==> src/rtl/vga_pkg.sv <==
// Shared definitions for the VGA test-pattern generator: timing sizes,
// mode encodings, RGB565 colour constants and the per-axis box step helper.
package vga_pkg;

    localparam int H_VALID  = 640;
    localparam int V_VALID  = 480;
    localparam int BOX_SIZE = 64;
    localparam int STEP     = 2;

    typedef enum logic [1:0] {
        MODE_BARS    = 2'd0,
        MODE_CHECKER = 2'd1,
        MODE_BOX     = 2'd2,
        MODE_GRAD    = 2'd3
    } mode_t;

    localparam logic [15:0] RGB_WHITE   = 16'hFFFF;
    localparam logic [15:0] RGB_YELLOW  = 16'hFFE0;
    localparam logic [15:0] RGB_CYAN    = 16'h07FF;
    localparam logic [15:0] RGB_GREEN   = 16'h07E0;
    localparam logic [15:0] RGB_MAGENTA = 16'hF81F;
    localparam logic [15:0] RGB_RED     = 16'hF800;
    localparam logic [15:0] RGB_BLUE    = 16'h001F;
    localparam logic [15:0] RGB_BLACK   = 16'h0000;

    // Position and travel direction of the box along one axis (dir 1 = increasing).
    typedef struct packed {
        logic [9:0] pos;
        logic       dir;
    } axis_t;

    // Pattern cycle order; wraps from GRAD back to BARS.
    function automatic mode_t next_mode(input mode_t cur);
        case (cur)
            MODE_BARS:    next_mode = MODE_CHECKER;
            MODE_CHECKER: next_mode = MODE_BOX;
            MODE_BOX:     next_mode = MODE_GRAD;
            default:      next_mode = MODE_BARS;
        endcase
    endfunction

    // Colour of each of the eight vertical bars, left to right.
    function automatic logic [15:0] bar_colour(input logic [2:0] idx);
        case (idx)
            3'd0:    bar_colour = RGB_WHITE;
            3'd1:    bar_colour = RGB_YELLOW;
            3'd2:    bar_colour = RGB_CYAN;
            3'd3:    bar_colour = RGB_GREEN;
            3'd4:    bar_colour = RGB_MAGENTA;
            3'd5:    bar_colour = RGB_RED;
            3'd6:    bar_colour = RGB_BLUE;
            default: bar_colour = RGB_BLACK;
        endcase
    endfunction

    // One bounce step along an axis. The sum is taken in 11 bits so that a
    // position near the limit can never wrap back to a small value.
    function automatic axis_t axis_step(input axis_t cur,
                                        input logic [10:0] limit,
                                        input logic [10:0] step);
        logic [10:0] pos11;
        logic [10:0] moved;
        pos11     = {1'b0, cur.pos};
        moved     = 11'd0;
        axis_step = cur;
        if (cur.dir && (pos11 + step >= limit)) begin
            axis_step.pos = limit[9:0];
            axis_step.dir = 1'b0;
        end else if (!cur.dir && (pos11 <= step)) begin
            axis_step.pos = 10'd0;
            axis_step.dir = 1'b1;
        end else begin
            if (cur.dir) begin
                moved = pos11 + step;
            end else begin
                moved = pos11 - step;
            end
            axis_step.pos = moved[9:0];
        end
    endfunction

endpackage

==> src/rtl/vga_pic_gen_if.sv <==
// Pixel request / pixel data bundle between the display timing side
// (master) and the pattern generator (slave).
interface vga_pic_gen_if;
    logic [9:0]  pix_x;
    logic [9:0]  pix_y;
    logic        mode_next;
    logic        freeze;
    logic [15:0] pix_data;
    logic [1:0]  mode;
    logic        frame_tick;

    modport master (
        output pix_x, pix_y, mode_next, freeze,
        input  pix_data, mode, frame_tick
    );

    modport slave (
        input  pix_x, pix_y, mode_next, freeze,
        output pix_data, mode, frame_tick
    );
endinterface

==> src/rtl/vga_box_mover.sv <==
// Bouncing-box position tracker: advances both axes once per frame tick
// unless frozen, reflecting off the screen edges.
module vga_box_mover #(
    parameter int H_VALID  = 640,
    parameter int V_VALID  = 480,
    parameter int BOX_SIZE = 64,
    parameter int STEP     = 2
) (
    input  logic       vga_clk,
    input  logic       rst,
    input  logic       tick,
    input  logic       freeze,
    output logic [9:0] box_x,
    output logic [9:0] box_y
);
    import vga_pkg::*;

    localparam logic [10:0] LIMIT_X = 11'(H_VALID - BOX_SIZE);
    localparam logic [10:0] LIMIT_Y = 11'(V_VALID - BOX_SIZE);
    localparam logic [10:0] STEP11  = 11'(STEP);

    axis_t x_axis;
    axis_t y_axis;
    logic  dir_x;
    logic  dir_y;

    // Box starts in the top-left corner heading down-right; moves once per frame.
    always_ff @(posedge vga_clk) begin
        if (rst) begin
            x_axis <= '{pos: 10'd0, dir: 1'b1};
            y_axis <= '{pos: 10'd0, dir: 1'b1};
        end else if (tick && !freeze) begin
            x_axis <= axis_step(x_axis, LIMIT_X, STEP11);
            y_axis <= axis_step(y_axis, LIMIT_Y, STEP11);
        end
    end

    assign box_x = x_axis.pos;
    assign box_y = y_axis.pos;
    assign dir_x = x_axis.dir;
    assign dir_y = y_axis.dir;

endmodule

==> src/rtl/vga_pic_gen.sv <==
// VGA test-pattern generator: produces an RGB565 pixel one cycle after each
// coordinate request, cycling through bars / checker / moving box / gradient
// patterns on request at frame boundaries.
module vga_pic_gen #(
    parameter int H_VALID  = vga_pkg::H_VALID,
    parameter int V_VALID  = vga_pkg::V_VALID,
    parameter int BOX_SIZE = vga_pkg::BOX_SIZE,
    parameter int STEP     = vga_pkg::STEP
) (
    input  logic         vga_clk,
    input  logic         rst,
    vga_pic_gen_if.slave bus
);
    import vga_pkg::*;

    localparam logic [9:0]  H_LIM   = 10'(H_VALID);
    localparam logic [9:0]  V_LIM   = 10'(V_VALID);
    localparam logic [9:0]  X_LAST  = 10'(H_VALID - 1);
    localparam logic [9:0]  Y_LAST  = 10'(V_VALID - 1);
    localparam int          BAR_W   = H_VALID / 8;
    localparam logic [10:0] BOX_W11 = 11'(BOX_SIZE);

    mode_t       mode;
    logic        pend;
    logic        frame_tick;
    logic [15:0] pix_data;
    logic [9:0]  box_x;
    logic [9:0]  box_y;

    logic [15:0] pattern;
    logic [2:0]  bar_idx;
    logic [10:0] x11;
    logic [10:0] y11;
    logic        in_box;
    logic        in_range;

    vga_box_mover #(
        .H_VALID  (H_VALID),
        .V_VALID  (V_VALID),
        .BOX_SIZE (BOX_SIZE),
        .STEP     (STEP)
    ) u_box_mover (
        .vga_clk (vga_clk),
        .rst     (rst),
        .tick    (frame_tick),
        .freeze  (bus.freeze),
        .box_x   (box_x),
        .box_y   (box_y)
    );

    // Frame-end detection and mode sequencing; a request pulse arriving on the
    // advancing tick is kept pending for the following frame.
    always_ff @(posedge vga_clk) begin
        if (rst) begin
            mode       <= MODE_BARS;
            pend       <= 1'b0;
            frame_tick <= 1'b0;
        end else begin
            frame_tick <= (bus.pix_x == X_LAST) && (bus.pix_y == Y_LAST);
            if (frame_tick && pend) begin
                mode <= next_mode(mode);
                pend <= bus.mode_next;
            end else if (bus.mode_next) begin
                pend <= 1'b1;
            end
        end
    end

    // Pattern selection for the currently requested coordinate.
    always_comb begin
        pattern  = RGB_BLACK;
        bar_idx  = 3'd0;
        x11      = {1'b0, bus.pix_x};
        y11      = {1'b0, bus.pix_y};
        in_range = (bus.pix_x < H_LIM) && (bus.pix_y < V_LIM);
        in_box   = (x11 >= {1'b0, box_x}) && (x11 < {1'b0, box_x} + BOX_W11) &&
                   (y11 >= {1'b0, box_y}) && (y11 < {1'b0, box_y} + BOX_W11);
        for (int i = 1; i < 8; i++) begin
            if (bus.pix_x >= 10'(i * BAR_W)) begin
                bar_idx = 3'(i);
            end
        end
        case (mode)
            MODE_BARS:    pattern = bar_colour(bar_idx);
            MODE_CHECKER: pattern = (bus.pix_x[5] ^ bus.pix_y[5]) ? RGB_WHITE : RGB_BLACK;
            MODE_BOX:     pattern = in_box ? RGB_RED : RGB_BLUE;
            default:      pattern = {bus.pix_x[9:5], bus.pix_y[8:3], 5'b00000};
        endcase
    end

    // Output pixel register; blanks anything outside the visible area.
    always_ff @(posedge vga_clk) begin
        if (rst) begin
            pix_data <= RGB_BLACK;
        end else begin
            pix_data <= in_range ? pattern : RGB_BLACK;
        end
    end

    assign bus.pix_data   = pix_data;
    assign bus.mode       = mode;
    assign bus.frame_tick = frame_tick;

endmodule

==> src/flat_wrapper.sv <==
// flat-port wrapper written by rule: the top's interface ports become plain ports
module vga_pic_gen_flat import vga_pkg::*;
#(
    parameter int H_VALID  = vga_pkg::H_VALID,
    parameter int V_VALID  = vga_pkg::V_VALID,
    parameter int BOX_SIZE = vga_pkg::BOX_SIZE,
    parameter int STEP     = vga_pkg::STEP
)
  (vga_clk, rst, bus_pix_x, bus_pix_y, bus_mode_next, bus_freeze, bus_pix_data, bus_mode, bus_frame_tick);
  vga_pic_gen_if bus_i ();
  input  logic vga_clk;
  input  logic rst;
  input wire logic [$bits(bus_i.pix_x)-1:0] bus_pix_x;
  input wire logic [$bits(bus_i.pix_y)-1:0] bus_pix_y;
  input wire logic [$bits(bus_i.mode_next)-1:0] bus_mode_next;
  input wire logic [$bits(bus_i.freeze)-1:0] bus_freeze;
  output wire logic [$bits(bus_i.pix_data)-1:0] bus_pix_data;
  output wire logic [$bits(bus_i.mode)-1:0] bus_mode;
  output wire logic [$bits(bus_i.frame_tick)-1:0] bus_frame_tick;
  assign bus_i.pix_x = bus_pix_x;
  assign bus_i.pix_y = bus_pix_y;
  assign bus_i.mode_next = bus_mode_next;
  assign bus_i.freeze = bus_freeze;
  assign bus_pix_data = bus_i.pix_data;
  assign bus_mode = bus_i.mode;
  assign bus_frame_tick = bus_i.frame_tick;
  vga_pic_gen #(.H_VALID(H_VALID), .V_VALID(V_VALID), .BOX_SIZE(BOX_SIZE), .STEP(STEP)) u_core (.vga_clk(vga_clk), .rst(rst), .bus(bus_i));
endmodule
==> config.mk <==
export PLATFORM = sky130hd
export DESIGN_NAME = vga_pic_gen_flat
export DESIGN_NICKNAME = d
export VERILOG_FILES = /design/src/rtl/vga_pkg.sv /design/src/rtl/vga_pic_gen_if.sv /design/src/rtl/vga_box_mover.sv /design/src/rtl/vga_pic_gen.sv /design/src/flat_wrapper.sv
export SDC_FILE = /design/constraint.sdc
export NUM_CORES = 1
export LEC_CHECK = 0
export CAP_MARGIN = 20
export CORE_MARGIN = 8
export CORE_UTILIZATION = 40
export DETAILED_ROUTE_END_ITERATION = 8
export PLACE_DENSITY = 0.67
export RECOVER_POWER = 100
export SYNTH_ARGS = -nofsm -noshare
export SYNTH_HDL_FRONTEND = slang
export SYNTH_SLANG_ARGS = --single-unit
==> constraint.sdc <==
create_clock -name vga_clk -period 2.2 [get_ports vga_clk]
set_input_delay 0.22 -clock vga_clk [delete_from_list [all_inputs] [get_ports vga_clk]]
set_output_delay 0.22 -clock vga_clk [all_outputs]
set_load 0.01 [all_outputs]
==> Flow_metrics.wiki, run 1 <==
{| class="wikitable"
! Metric !! Value
|-
| Number of nets produced by synthesis || 465
|-
| Post-synthesis instance area || 3190 sq um
|-
| Initial Utilization || 41.3%
|-
| Power density cells || 370 nW/um^2
|-
| CP Class || register to register
|-
| Maximum number of buffers from clock root to sink || 2
|-
| Die Span Y || 105 microns
|-
| Via count normalized by instance count || 5.76
|-
| Most frequent cells in the layout || buf_4, ha_1, nand2_1, inv_1, a21oi_1
|-
| Congestion Overflow GR || 0
|-
| Required time reported for the critical path endpoint || 2.42 ns
|-
| Reg2reg setup slack || 0.10 ns
|-
| Synthesized flop and latch total || 36
|-
| Initial DRT Pass Iterations || 5
|-
| Syn Inst Count || 401
|-
| Count of cell types in the netlist || 72
|-
| Outcome || completed
|-
| DPL Wire Length || 7300 microns
|-
| Area of the die || 11100 sq um
|-
| Biggest fanout along the worst timing path || 5
|-
| Io pins || 43
|-
| Internal power component || 1.09 mW
|-
| Crit path capture type || register
|-
| Launching point of the worst reg2reg path || u_core.u_box_mover.box_x[6]
|-
| Number of I/O port buffers || 42
|-
| Class of the worst hold path || register to register
|-
| Synthesized area per cell || 7.95 sq um
|-
| RePlAce Congestion || 0.920
|-
| TritonCTS clock tree || done
|-
| Yosys warning count || 0
|-
| Pin count of the biggest net entering global routing || 18
|-
| Ratio of cells with drive above 1 in the final layout || 19.8%
|-
| Max-cap violation count || 0
|-
| CP Launch Point || u_core.u_box_mover.box_x[6]
|-
| Placeable Area || 7730 sq um
|-
| Number of buffers added by the clock tree synthesis step || 5
|-
| Maximum clock skew at final layout || 0.00769 ns
|-
| Clock sinks || 36
|-
| Overall Global Routing Usage || 16.0%
|-
| Combinational Power Share || 23.7%
|-
| Peak supply drop || 0.000161 V
|-
| Synth area leader || dfxtp_1
|-
| Endpoint of the lowest-slack register-to-register path || u_core.bus.pix_data[13]
|-
| Actual slew at the worst max-slew pin || 0.561 ns
|-
| Setup_tns || 0 ns
|-
| Detailed-routed wire length on met2 || 4400 microns
|-
| CP startpoint kind || register
|-
| Root Driver || clkbuf_8
|-
| Final antenna diode count || 0
|-
| RSZ-0062 raised after global routing || yes
|-
| Net count, final || 549
|-
| Ys flop type || dfxtp_1
|-
| Final period demand of the worst path || 2.10 ns
|-
| Most common cell after layout, fill and taps aside || buf_4
|-
| Share of power burned in registers || 43.5%
|-
| H-tree depth reported by CTS || 2
|-
| Count of final setup violators || 0
|-
| Vias in the first global route || 3148
|-
| Max-slew headroom || 62.6%
|-
| Switching share of total power || 29.5%
|-
| Post-route DRC || 0
|-
| Part of the power in the clock network || 32.8%
|-
| Post-synthesis sequential area ratio || 22.6%
|-
| Top metal layer carrying routed signals || met4
|-
| F_max || 0.477 GHz
|-
| Asr flop ratio synth || 0%
|-
| Total wire length || 9300 microns
|-
| Number of flops mapped to enable cells by yosys || 0
|-
| Fin Hold WS || 0.507 ns
|-
| Share of Yosys cell area claimed by the top area cell type || 22.6%
|-
| Die X-Extent || 105 microns
|-
| Number of pins with negative max-slew slack in the final report || 0
|-
| Initial DRC count || 239
|-
| Period utilization || 95.4%
|-
| Synthesis-to-layout area growth || 31.6%
|-
| Avg WL per Cell || 15.8 microns
|-
| Site row count || 32
|-
| Area contributors post-synth || dfxtp_1, ha_1, a21oi_1, nand2_1, inv_1
|-
| Total net switching power || 459 uW
|-
| Wl on met1 || 4180 microns
|-
| Clock transition at path regs || 0.08 ns
|-
| Arrival @ worst endpoint || 2.32 ns
|-
| Number of antenna violations at the first check in global routing || 0
|-
| Leakage || 1.71 nW
|-
| Overall via count from detail_route || 3389
|-
| Cell count of the worst reg-to-reg path || 9
|-
| Worst-skew pair later-pin latency || 0.29 ns
|-
| Hold Vio Cnt, Final || 0
|-
| Remaining number of nets flagged by the antenna check after routing || 0
|-
| First-pass GRT wire length || 14900 microns
|-
| Worst setup path end || u_core.bus.pix_data[13]
|-
| Total length of routed met3 wires || 519 microns
|}
## critical path: stages, from the launching register on
cell	delay, ns
dfxtp_4	0.37
ha_4	0.17
xnor2_2	0.14
ha_1	0.33
a21oi_2	0.12
nor2b_1	0.05
o21ai_1	0.14
o211ai_1	0.13
o32a_1	0.43
a21oi_1	0.14
## sequential cells by signal, indices dropped and copies added (netlist names)
signal                    count
u_core.bus.frame_tick         1
u_core.bus.mode               2
u_core.bus.pix_data          12
u_core.pend                   1
u_core.u_box_mover.box_x      9
u_core.u_box_mover.box_y      9
u_core.u_box_mover.dir_x      1
u_core.u_box_mover.dir_y      1
## worst min path at each step
stage | startpoint | to | slack [ns] | cells after the start
detailed placement | u_core.pend | u_core.bus.mode[1] | 0.50 | 2
finish | u_core.pend | u_core.bus.mode[1] | 0.51 | 2
global placement | u_core.pend | u_core.bus.mode[1] | 0.48 | 2
CTS | u_core.pend | u_core.bus.mode[1] | 0.51 | 2
floorplan | bus_mode_next | u_core.pend | 0.34 | 2
global route | bus_pix_x[0] | u_core.bus.frame_tick | 0.53 | 3
## metrics by stage
stage               total power, mW  cell area (sq um)  cells  utilization (%)  setup WS (ns)
floorplan                     0.891               3190    401                -          0.135
global placement               1.04               4020    578             52.0         -0.109
detailed placement             1.05               4020    578             52.0         -0.148
CTS                            1.56               4130    586             53.4         0.0117
global route                   1.64               4190    588             54.3        -0.0371
finish                         1.55               4190    588             54.3          0.102
## routing by layer
metal	up-vias	global-route usage [%]
met3	20	3.11
met1	1592	19.3
met4	0	6.42
li1	1661	-
met5	-	0
met2	116	27.1
## final cells by class
type,count,area (sq um)
fillers,702,3530
multi-input cells,307,2250
repair buffers,100,850
flip-flops and latches,36,739
inverters,35,131
well taps,102,128
clock buffers,6,82.6
clock inverters,2,10.0
## synthesized netlist by cell type, drive strengths merged (3+ instances only)
cell	count
nand2	39
o22ai	4
dfxtp	36
a31oi	7
a41o	3
xnor2	8
a221oi	4
nor3b	4
nor2b	4
nand4	14
ha	40
o31ai	7
a211o	4
nor3	13
a211oi	9
a21o	12
buf	16
clkbuf	6
nor2	17
nor4	5
nand3	14
o21ai	19
inv	34
and3	3
a21oi	33
and4	3
a2111oi	3
## cell families (layout without fill, tap and decap cells)
| kind of cell | count (synthesis) | count (layout) | share of synthesized area [%] |
|---|---|---|---|
| AND/OR/NAND/NOR | 128 | 128 | 21.8 |
| buffers and inverters | 58 | 143 | 8.40 |
| multiplexers | 1 | 1 | 0.314 |
| flip-flops | 36 | 36 | 22.6 |
| AO/OA/AOI/OAI | 128 | 128 | 28.4 |
| adder cells (fa/ha/maj) | 41 | 41 | 16.0 |
| XOR/XNOR | 9 | 9 | 2.47 |
## power by group through the flow
stage	sequential (mW)	clock [mW]	combinational, mW
floorplan	0.693	0	0.199
global placement	0.691	0	0.354
detailed placement	0.692	0	0.358
CTS	0.677	0.525	0.360
global route	0.677	0.562	0.402
finish	0.675	0.509	0.369
## timing repair
item | CTS | global route
resized for setup | 4 | 19
hold buffers | 0 | 0
setup buffers | 0 | 2
pin swaps | 1 | 4
setup endpoints to repair | 6 | 16
Power figures use the tool's default switching activity.
==> inputs of run 2 (changes only) <==
Settings changed: ABC_AREA set to 1.
==> run 2 against run 1 <==
Net effect:
- synthesized cell count up 20%
- sequential power decreased by 3%
- total power down 5.6%
- register-to-register slack better by 0.098 ns
- clock skew is 0.0032 ns higher
- via count fell by 6.0%
- critical endpoint is now u_core.bus.pix_data[15]
- largest power group unchanged
==> Flow_metrics.wiki, run 2 <==
{| class="wikitable"
! Metric !! Value
|-
| Outcome || completed
|-
| Max-slew headroom || 73.1% (+11 points)
|-
| Overall Global Routing Usage || 15.0% (-0.99 points)
|-
| CP Launch Point || u_core.u_box_mover.box_y[6]
|-
| Cell count of the worst reg-to-reg path || 13 (+4)
|-
| Pin count of the biggest net entering global routing || 16 (-2)
|-
| Die Span Y || 105 microns (-0.23%)
|-
| Count of final setup violators || 0 (unchanged)
|-
| Class of the worst hold path || register to register
|-
| Maximum number of buffers from clock root to sink || 2 (unchanged)
|-
| DPL Wire Length || 6630 microns (-9.2%)
|-
| Clock sinks || 36 (unchanged)
|-
| Number of hold-repair buffers added at the cts stage || 0 (unchanged)
|-
| Area after detailed placement || 3770 sq um (-6.3%)
|-
| Post-route DRC || 0 (unchanged)
|-
| Syn Inst Count || 480 (+20%)
|-
| Final antenna diode count || 0 (unchanged)
|-
| Most numerous cell in the Yosys netlist || nand2_1
|-
| Number of I/O port buffers || 42 (unchanged)
|-
| H-tree depth reported by CTS || 2 (unchanged)
|-
| Maximum clock skew at final layout || 0.0109 ns (+0.00325 ns)
|-
| Area contributors post-synth || dfxtp_1, ha_1, nand2_1, inv_1, a21oi_1
|-
| Synthesis-to-layout area growth || 22.2%
|-
| Final period demand of the worst path || 2.00 ns (-0.0977 ns)
|-
| Placeable Area || 7690 sq um (-0.52%)
|-
| Required time reported for the critical path endpoint || 2.42 ns (about the same)
|-
| F_max || 0.500 GHz (+4.9%)
|-
| Avg WL per Cell || 12.8 microns (-19%)
|-
| Hold path start || u_core.pend
|-
| Yosys warning count || 0 (unchanged)
|-
| RSZ-0062 raised after global routing || no
|-
| Overall via count from detail_route || 3184 (-6.0%)
|-
| TritonCTS clock tree || done
|-
| Number of pins with negative max-slew slack in the final report || 0 (unchanged)
|-
| Arrival @ worst endpoint || 2.22 ns (-0.10 ns)
|-
| Post CTS Setup Buffer Count || 0 (unchanged)
|-
| Reg2reg setup slack || 0.20 ns (+0.10 ns)
|-
| CP Class || register to register
|-
| Io pins || 43 (unchanged)
|-
| Number of nets produced by synthesis || 544 (+17%)
|-
| Final setup slack of the worst path || 0.200 ns (+0.0977 ns)
|-
| Congestion Overflow GR || 0 (unchanged)
|-
| Cell Count Post-Placement || 628 (+8.7%)
|-
| Launching point of the worst reg2reg path || u_core.u_box_mover.box_y[6]
|-
| Hold Vio Cnt, Final || 0 (unchanged)
|-
| Ys flop type || dfxtp_1
|-
| Peak supply drop || 0.000200 V (+24%)
|-
| Initial DRT Pass Iterations || 4 (-1)
|-
| CP startpoint kind || register
|-
| Number of buffers added by the clock tree synthesis step || 5 (unchanged)
|-
| Initial Utilization || 41.2% (about the same)
|-
| Remaining number of nets flagged by the antenna check after routing || 0 (unchanged)
|-
| End point of the most critical hold path || u_core.pend
|-
| Synthesized area per cell || 6.61 sq um (-17%)
|-
| Period utilization || 90.9% (-4.4 points)
|-
| Actual slew at the worst max-slew pin || 0.403 ns (-0.158 ns)
|-
| Crit path capture type || register
|-
| Pre-CTS setup slack || 0.0670 ns (+0.215 ns)
|-
| Final core utilization || 50.4% (-3.9 points)
|-
| Max-cap violation count || 0 (unchanged)
|-
| Synthesized flop and latch total || 36 (unchanged)
|-
| Asr flop ratio synth || 0% (unchanged)
|-
| Most common cell after layout, fill and taps aside || nand2_1
|-
| Worst-skew pair later-pin latency || 0.29 ns (about the same)
|-
| Most frequent cells in the layout || nand2_1, inv_1, nor2_1, ha_1, a21oi_1
|-
| Number of flip-flops under the largest register name || 12 (unchanged)
|-
| RePlAce Congestion || 0.927 (+0.78%)
|-
| Leakage || 1.78 nW (+4.3%)
|-
| Post-synthesis instance area || 3170 sq um (-0.55%)
|-
| Most used standard cells in the synthesized netlist || nand2_1, inv_1, nor2_1
|-
| Number of flops mapped to enable cells by yosys || 0 (unchanged)
|-
| Root Driver || clkbuf_8
|-
| Net count, final || 597 (+8.7%)
|-
| Power density cells || 378 nW/um^2 (+2.1%)
|-
| Via count normalized by instance count || 5.01 (-13%)
|-
| Biggest fanout along the worst timing path || 8 (+3)
|-
| Initial DRC count || 253 (+5.9%)
|-
| Post-Layout Inst Area || 3870 sq um (-7.6%)
|-
| Endpoint of the lowest-slack register-to-register path || u_core.bus.pix_data[15]
|-
| Ratio of cells with drive above 1 in the final layout || 9.55% (-10 points)
|-
| Synth area leader || dfxtp_1
|-
| Total wire length || 8160 microns (-12%)
|-
| Resize count post-CTS || 0 (-4)
|-
| Cells on Worst Hold Path || 2 (unchanged)
|-
| Setup_tns || 0 ns (unchanged)
|-
| Number of antenna violations at the first check in global routing || 0 (unchanged)
|-
| Site row count || 32 (unchanged)
|-
| First-pass GRT wire length || 14200 microns (-5.1%)
|-
| Die X-Extent || 105 microns (-0.23%)
|-
| Fin cells || 636 (+8.2%)
|-
| Area of the die || 11000 sq um (-0.46%)
|-
| Count of cell types in the netlist || 38 (-47%)
|-
| Register name with the most flops || u_core.bus.pix_data
|-
| Vias in the first global route || 3095 (-1.7%)
|-
| Clock transition at path regs || 0.08 ns (about the same)
|-
| Post-synthesis sequential area ratio || 22.7% (+0.12 points)
|-
| Share of Yosys cell area claimed by the top area cell type || 22.7% (+0.12 points)
|}
-- run 2: cell count changes after synthesis, sizes merged, moves of 7 or more --
cell	previous run	this run
nor2	17	51
a21o	12	2
buf	16	7
o31ai	7	0
inv	34	60
nand3	14	29
nand2	39	118
xor2	1	14
a211oi	9	2
o21ai	19	33
-- run 2: layer usage --
metal	vias up	part of all wire (%)	GRT usage, %
met4	0	1.4	4.79
met2	90	45	23.8
met3	11	5.8	3.75
met1	1399	48	19.3
met5	-	0	0
li1	1684	-	-
-- run 2: worst max-delay path: stages (launching register included) --
cell and delay, ns:
dfxtp_4 0.38, ha_1 0.25, xnor2_1 0.14, ha_1 0.29
nand2_1 0.06, nand3b_1 0.12, inv_1 0.05, nand2_1 0.05
nand2_1 0.04, nor2_1 0.14, nand4_1 0.11, nand2_1 0.08
nand2_2 0.09, a21oi_1 0.13
-- run 2: worst max path at each step --
| stage | end | cells past startpoint |
|---|---|---|
| after global placement | u_core.bus.pix_data[11] | 12 |
| final | u_core.bus.pix_data[15] | 13 |
| after detailed placement | u_core.bus.pix_data[15] | 12 |
| after floorplan | u_core.bus.pix_data[11] | 12 |
| after CTS | u_core.bus.pix_data[15] | 14 |
| after global routing | u_core.u_box_mover.box_x[1] | 12 |
-- run 2: area by class of cell --
cell class	instances	area, sq um
inverter	61	229
timing repair buffer	59	533
sequential	36	732
clock buffer	6	72.6
fill	786	3810
clock inverter	2	35.0
multi-input combinational	370	2150
tap	102	128
-- run 2: cells by family after synthesis --
logic type,Yosys count,synth area share (%)
simple gates,226,32.1
compound gates,86,14.6
fa+ha+maj,40,15.8
xor+xnor,17,4.70
mux,1,0.316
flops,36,22.7
buf+inv,74,9.75
-- run 2: metrics by stage --
| step | power [mW] | hold slack [ns] |
|---|---|---|
| CTS | 1.49 | 0.513 |
| global placement | 0.898 | 0.468 |
| global route | 1.54 | 0.542 |
| detailed placement | 0.903 | 0.493 |
| floorplan | 0.793 | 0.292 |
| finish | 1.47 | 0.508 |
-- run 2: report_power, final --
part           internal [mW]  leakage (nW)  switching [mW]
Combinational          0.106          1.43           0.119
Sequential             0.655         0.294         0.00208
Clock                  0.337        0.0552           0.247
==> inputs of run 3 (changes only) <==
Settings changed: CORE_UTILIZATION 40 to 50, PLACE_DENSITY 0.67 to 0.8, SKIP_LAST_GASP set to 1.
==> run 3 against run 2 <==
Net effect:
- sequential power hardly changed
- clock power decreased by 20%
- clock-buffer cell count down 1
- sequential share of layout area increased by 0.23 points
- register-to-register slack worse by 0.02 ns
- largest power group unchanged
- highest routed layer unchanged
==> Flow_metrics.wiki, run 3 (synthesized netlist as in run 2, its figures left out) <==
{| class="wikitable"
! Metric !! Value
|-
| Cell Chain, Critical Path || inv_1, ha_1, inv_1, ha_1, nand2_1, nand3b_1, inv_1, nand2_1, nand2_1, nor2_2, nand4_1, nand2_1, nand2_2, a21oi_1
|-
| GRT Max-Usage Layer || met2
|-
| Die Span Y || 95.6 microns (-8.9%)
|-
| Most frequent cells in the layout || nand2_1, inv_1, nor2_1, ha_1, a21oi_1
|-
| Outcome || completed
|-
| Cell count of the worst reg-to-reg path || 14 (+1)
|-
| Endpoint of the lowest-slack register-to-register path || u_core.bus.pix_data[14]
|-
| Most common cell after layout, fill and taps aside || nand2_1
|-
| Placeable Area || 6240 sq um (-19%)
|-
| Class of the worst hold path || input port to register
|-
| Number of hold-repair buffers added at the cts stage || 0 (unchanged)
|-
| Final period demand of the worst path || 2.02 ns (+0.0194 ns)
|-
| RSZ-0062 raised after global routing || no
|-
| Initial Utilization || 50.8% (+9.6 points)
|-
| Via count normalized by instance count || 5.29 (+5.7%)
|-
| Cells on Worst Hold Path || 3 (+1)
|-
| F_max || 0.495 GHz (-0.96%)
|-
| Synthesis-to-layout area growth || 20.1%
|-
| Met1 demand-to-capacity share in global routing || 23.3% (+3.9 points)
|-
| Slowest CP cell || dfxtp_4
|-
| Io pins || 43 (unchanged)
|-
| Max-cap violation count || 0 (unchanged)
|-
| Pin count of the biggest net entering global routing || 16 (unchanged)
|-
| Arrival @ worst endpoint || 2.23 ns (about the same)
|-
| H-tree depth reported by CTS || 2 (unchanged)
|-
| Remaining number of nets flagged by the antenna check after routing || 0 (unchanged)
|-
| Net count, final || 595 (-0.34%)
|-
| Clock transition at path regs || 0.08 ns (about the same)
|-
| End point of the most critical hold path || u_core.bus.frame_tick
|-
| Crit path capture type || register
|-
| Hold Vio Cnt, Final || 0 (unchanged)
|-
| Maximum clock skew at final layout || 0.00576 ns (-0.00518 ns)
|-
| Biggest fanout along the worst timing path || 8 (unchanged)
|-
| Count of final setup violators || 0 (unchanged)
|-
| Post-route total power || 1.35 mW (-7.9%)
|-
| Hold path start || bus_pix_y[0]
|-
| Vias in the first global route || 2913 (-5.9%)
|-
| Initial DRC count || 189 (-25%)
|-
| Number of I/O port buffers || 42 (unchanged)
|-
| Avg WL per Cell || 12.9 microns (+0.66%)
|-
| Initial DRT Pass Iterations || 5 (+1)
|-
| Setup_tns || 0 ns (unchanged)
|-
| Final setup slack of the worst path || 0.181 ns (-0.0194 ns)
|-
| Fin cells || 609 (-4.2%)
|-
| Post-route DRC || 0 (unchanged)
|-
| CP Launch Point || u_core.u_box_mover.box_y[6]
|-
| Overall Global Routing Usage || 17.6% (+2.6 points)
|-
| Power density cells || 354 nW/um^2 (-6.3%)
|-
| CP bufs+invs || 3 (+2)
|-
| Root Driver || clkbuf_8
|-
| Period utilization || 91.8% (+0.88 points)
|-
| Cell Count Post-Placement || 601 (-4.3%)
|-
| Number of flip-flops under the largest register name || 12 (unchanged)
|-
| Post CTS Setup Buffer Count || 0 (unchanged)
|-
| Pre-CTS setup slack || -0.0221 ns (-0.0891 ns)
|-
| Reg2reg setup slack || 0.18 ns (-0.02 ns)
|-
| Number of buffers added by the clock tree synthesis step || 5 (unchanged)
|-
| Leakage || 1.74 nW (-2.4%)
|-
| Met3 capacity usage during global routing || 3.31% (-0.44 points)
|-
| First-pass GRT wire length || 13100 microns (-7.7%)
|-
| Required time reported for the critical path endpoint || 2.41 ns (about the same)
|-
| Register name with the most flops || u_core.bus.pix_data
|-
| CP Class || register to register
|-
| Number of pins with negative max-slew slack in the final report || 0 (unchanged)
|-
| Actual slew at the worst max-slew pin || 0.380 ns (-0.0233 ns)
|-
| Launching point of the worst reg2reg path || u_core.u_box_mover.box_y[6]
|-
| Worst-skew pair later-pin latency || 0.28 ns (about the same)
|-
| Die X-Extent || 95.6 microns (-8.9%)
|-
| Slowest stage delay, CP || 0.40 ns (+0.02 ns)
|-
| Peak supply drop || 0.000343 V (+72%)
|-
| Site row count || 29 (-9.4%)
|-
| RePlAce Congestion || 0.963 (+3.9%)
|-
| Fin Hold WS || 0.519 ns (+0.0113 ns)
|-
| Area of the die || 9150 sq um (-17%)
|-
| Congestion Overflow GR || 0 (unchanged)
|-
| TritonCTS clock tree || done
|-
| Total wire length || 7870 microns (-3.6%)
|-
| Clock sinks || 36 (unchanged)
|-
| # fillers || 588 (-25%)
|-
| Overall via count from detail_route || 3222 (+1.2%)
|-
| Number of antenna violations at the first check in global routing || 0 (unchanged)
|-
| Final antenna diode count || 0 (unchanged)
|-
| CP startpoint kind || register
|-
| Maximum number of buffers from clock root to sink || 2 (unchanged)
|-
| DPL Wire Length || 6420 microns (-3.2%)
|-
| CP top delay family || simple AND/OR/NAND/NOR gates
|-
| Global routing usage on met2 || 28.2% (+4.4 points)
|-
| Cell mode on critical path || nand2_1
|-
| Ratio of cells with drive above 1 in the final layout || 9.77% (+0.22 points)
|-
| Max-slew headroom || 74.7% (+1.6 points)
|}
run 3: cell types whose count changed in the layout (fill, tap and decap cells not counted), sizes merged:
cell,change
buf,-3
bufinv,-1
clkinv,+2
run 3: tightest hold or removal path: cells and delay by family:
kind	cells	cell delay, ns
buffers and inverters	1	0.40
and+or+nand+nor	2	0.14
run 3: worst max path at each step:
stage	endpoint	cells past startpoint
floorplan	u_core.bus.pix_data[11]	12
global placement	u_core.bus.pix_data[13]	14
detailed placement	u_core.bus.pix_data[12]	14
CTS	u_core.bus.pix_data[12]	14
global route	u_core.bus.pix_data[14]	14
finish	u_core.bus.pix_data[14]	14
run 3: report_power, final:
part,internal [mW],switching [mW]
sequential,0.656,0.00256
clock,0.221,0.247
combinational,0.105,0.118
run 3: metrics by stage:
stage          utilization [%]  instance area [sq um]
2_1_floorplan                -                   3170
6_report                  61.0                   3810
3_5_place_dp              59.6                   3720
4_1_cts                   61.0                   3810
5_1_grt                   61.0                   3810
3_3_place_gp              59.6                   3720
run 3: repair_timing:
action	CTS	global route
resized for setup	1	13
cloned	0	0
endpoints found under the hold margin	0	0
endpoints found under the setup margin	5	6
run 3: layout make-up:
| type | count | area (sq um) | area share [%] |
|---|---|---|---|
| multi-input combinational | 370 | 2150 | 56.5 |
| clock inverter | 3 | 18.8 | 0.493 |
| clock buffer | 5 | 68.8 | 1.81 |
| tap | 77 | 96.3 | 2.53 |
| timing repair buffer | 57 | 514 | 13.5 |
| sequential | 36 | 728 | 19.1 |
| inverter | 61 | 229 | 6.01 |
run 3: routing by layer:
metal,routed length (microns),vias up
met3,591,8
li1,-,1677
met2,3530,100
met1,3650,1437
met4,95,0
met5,0,-
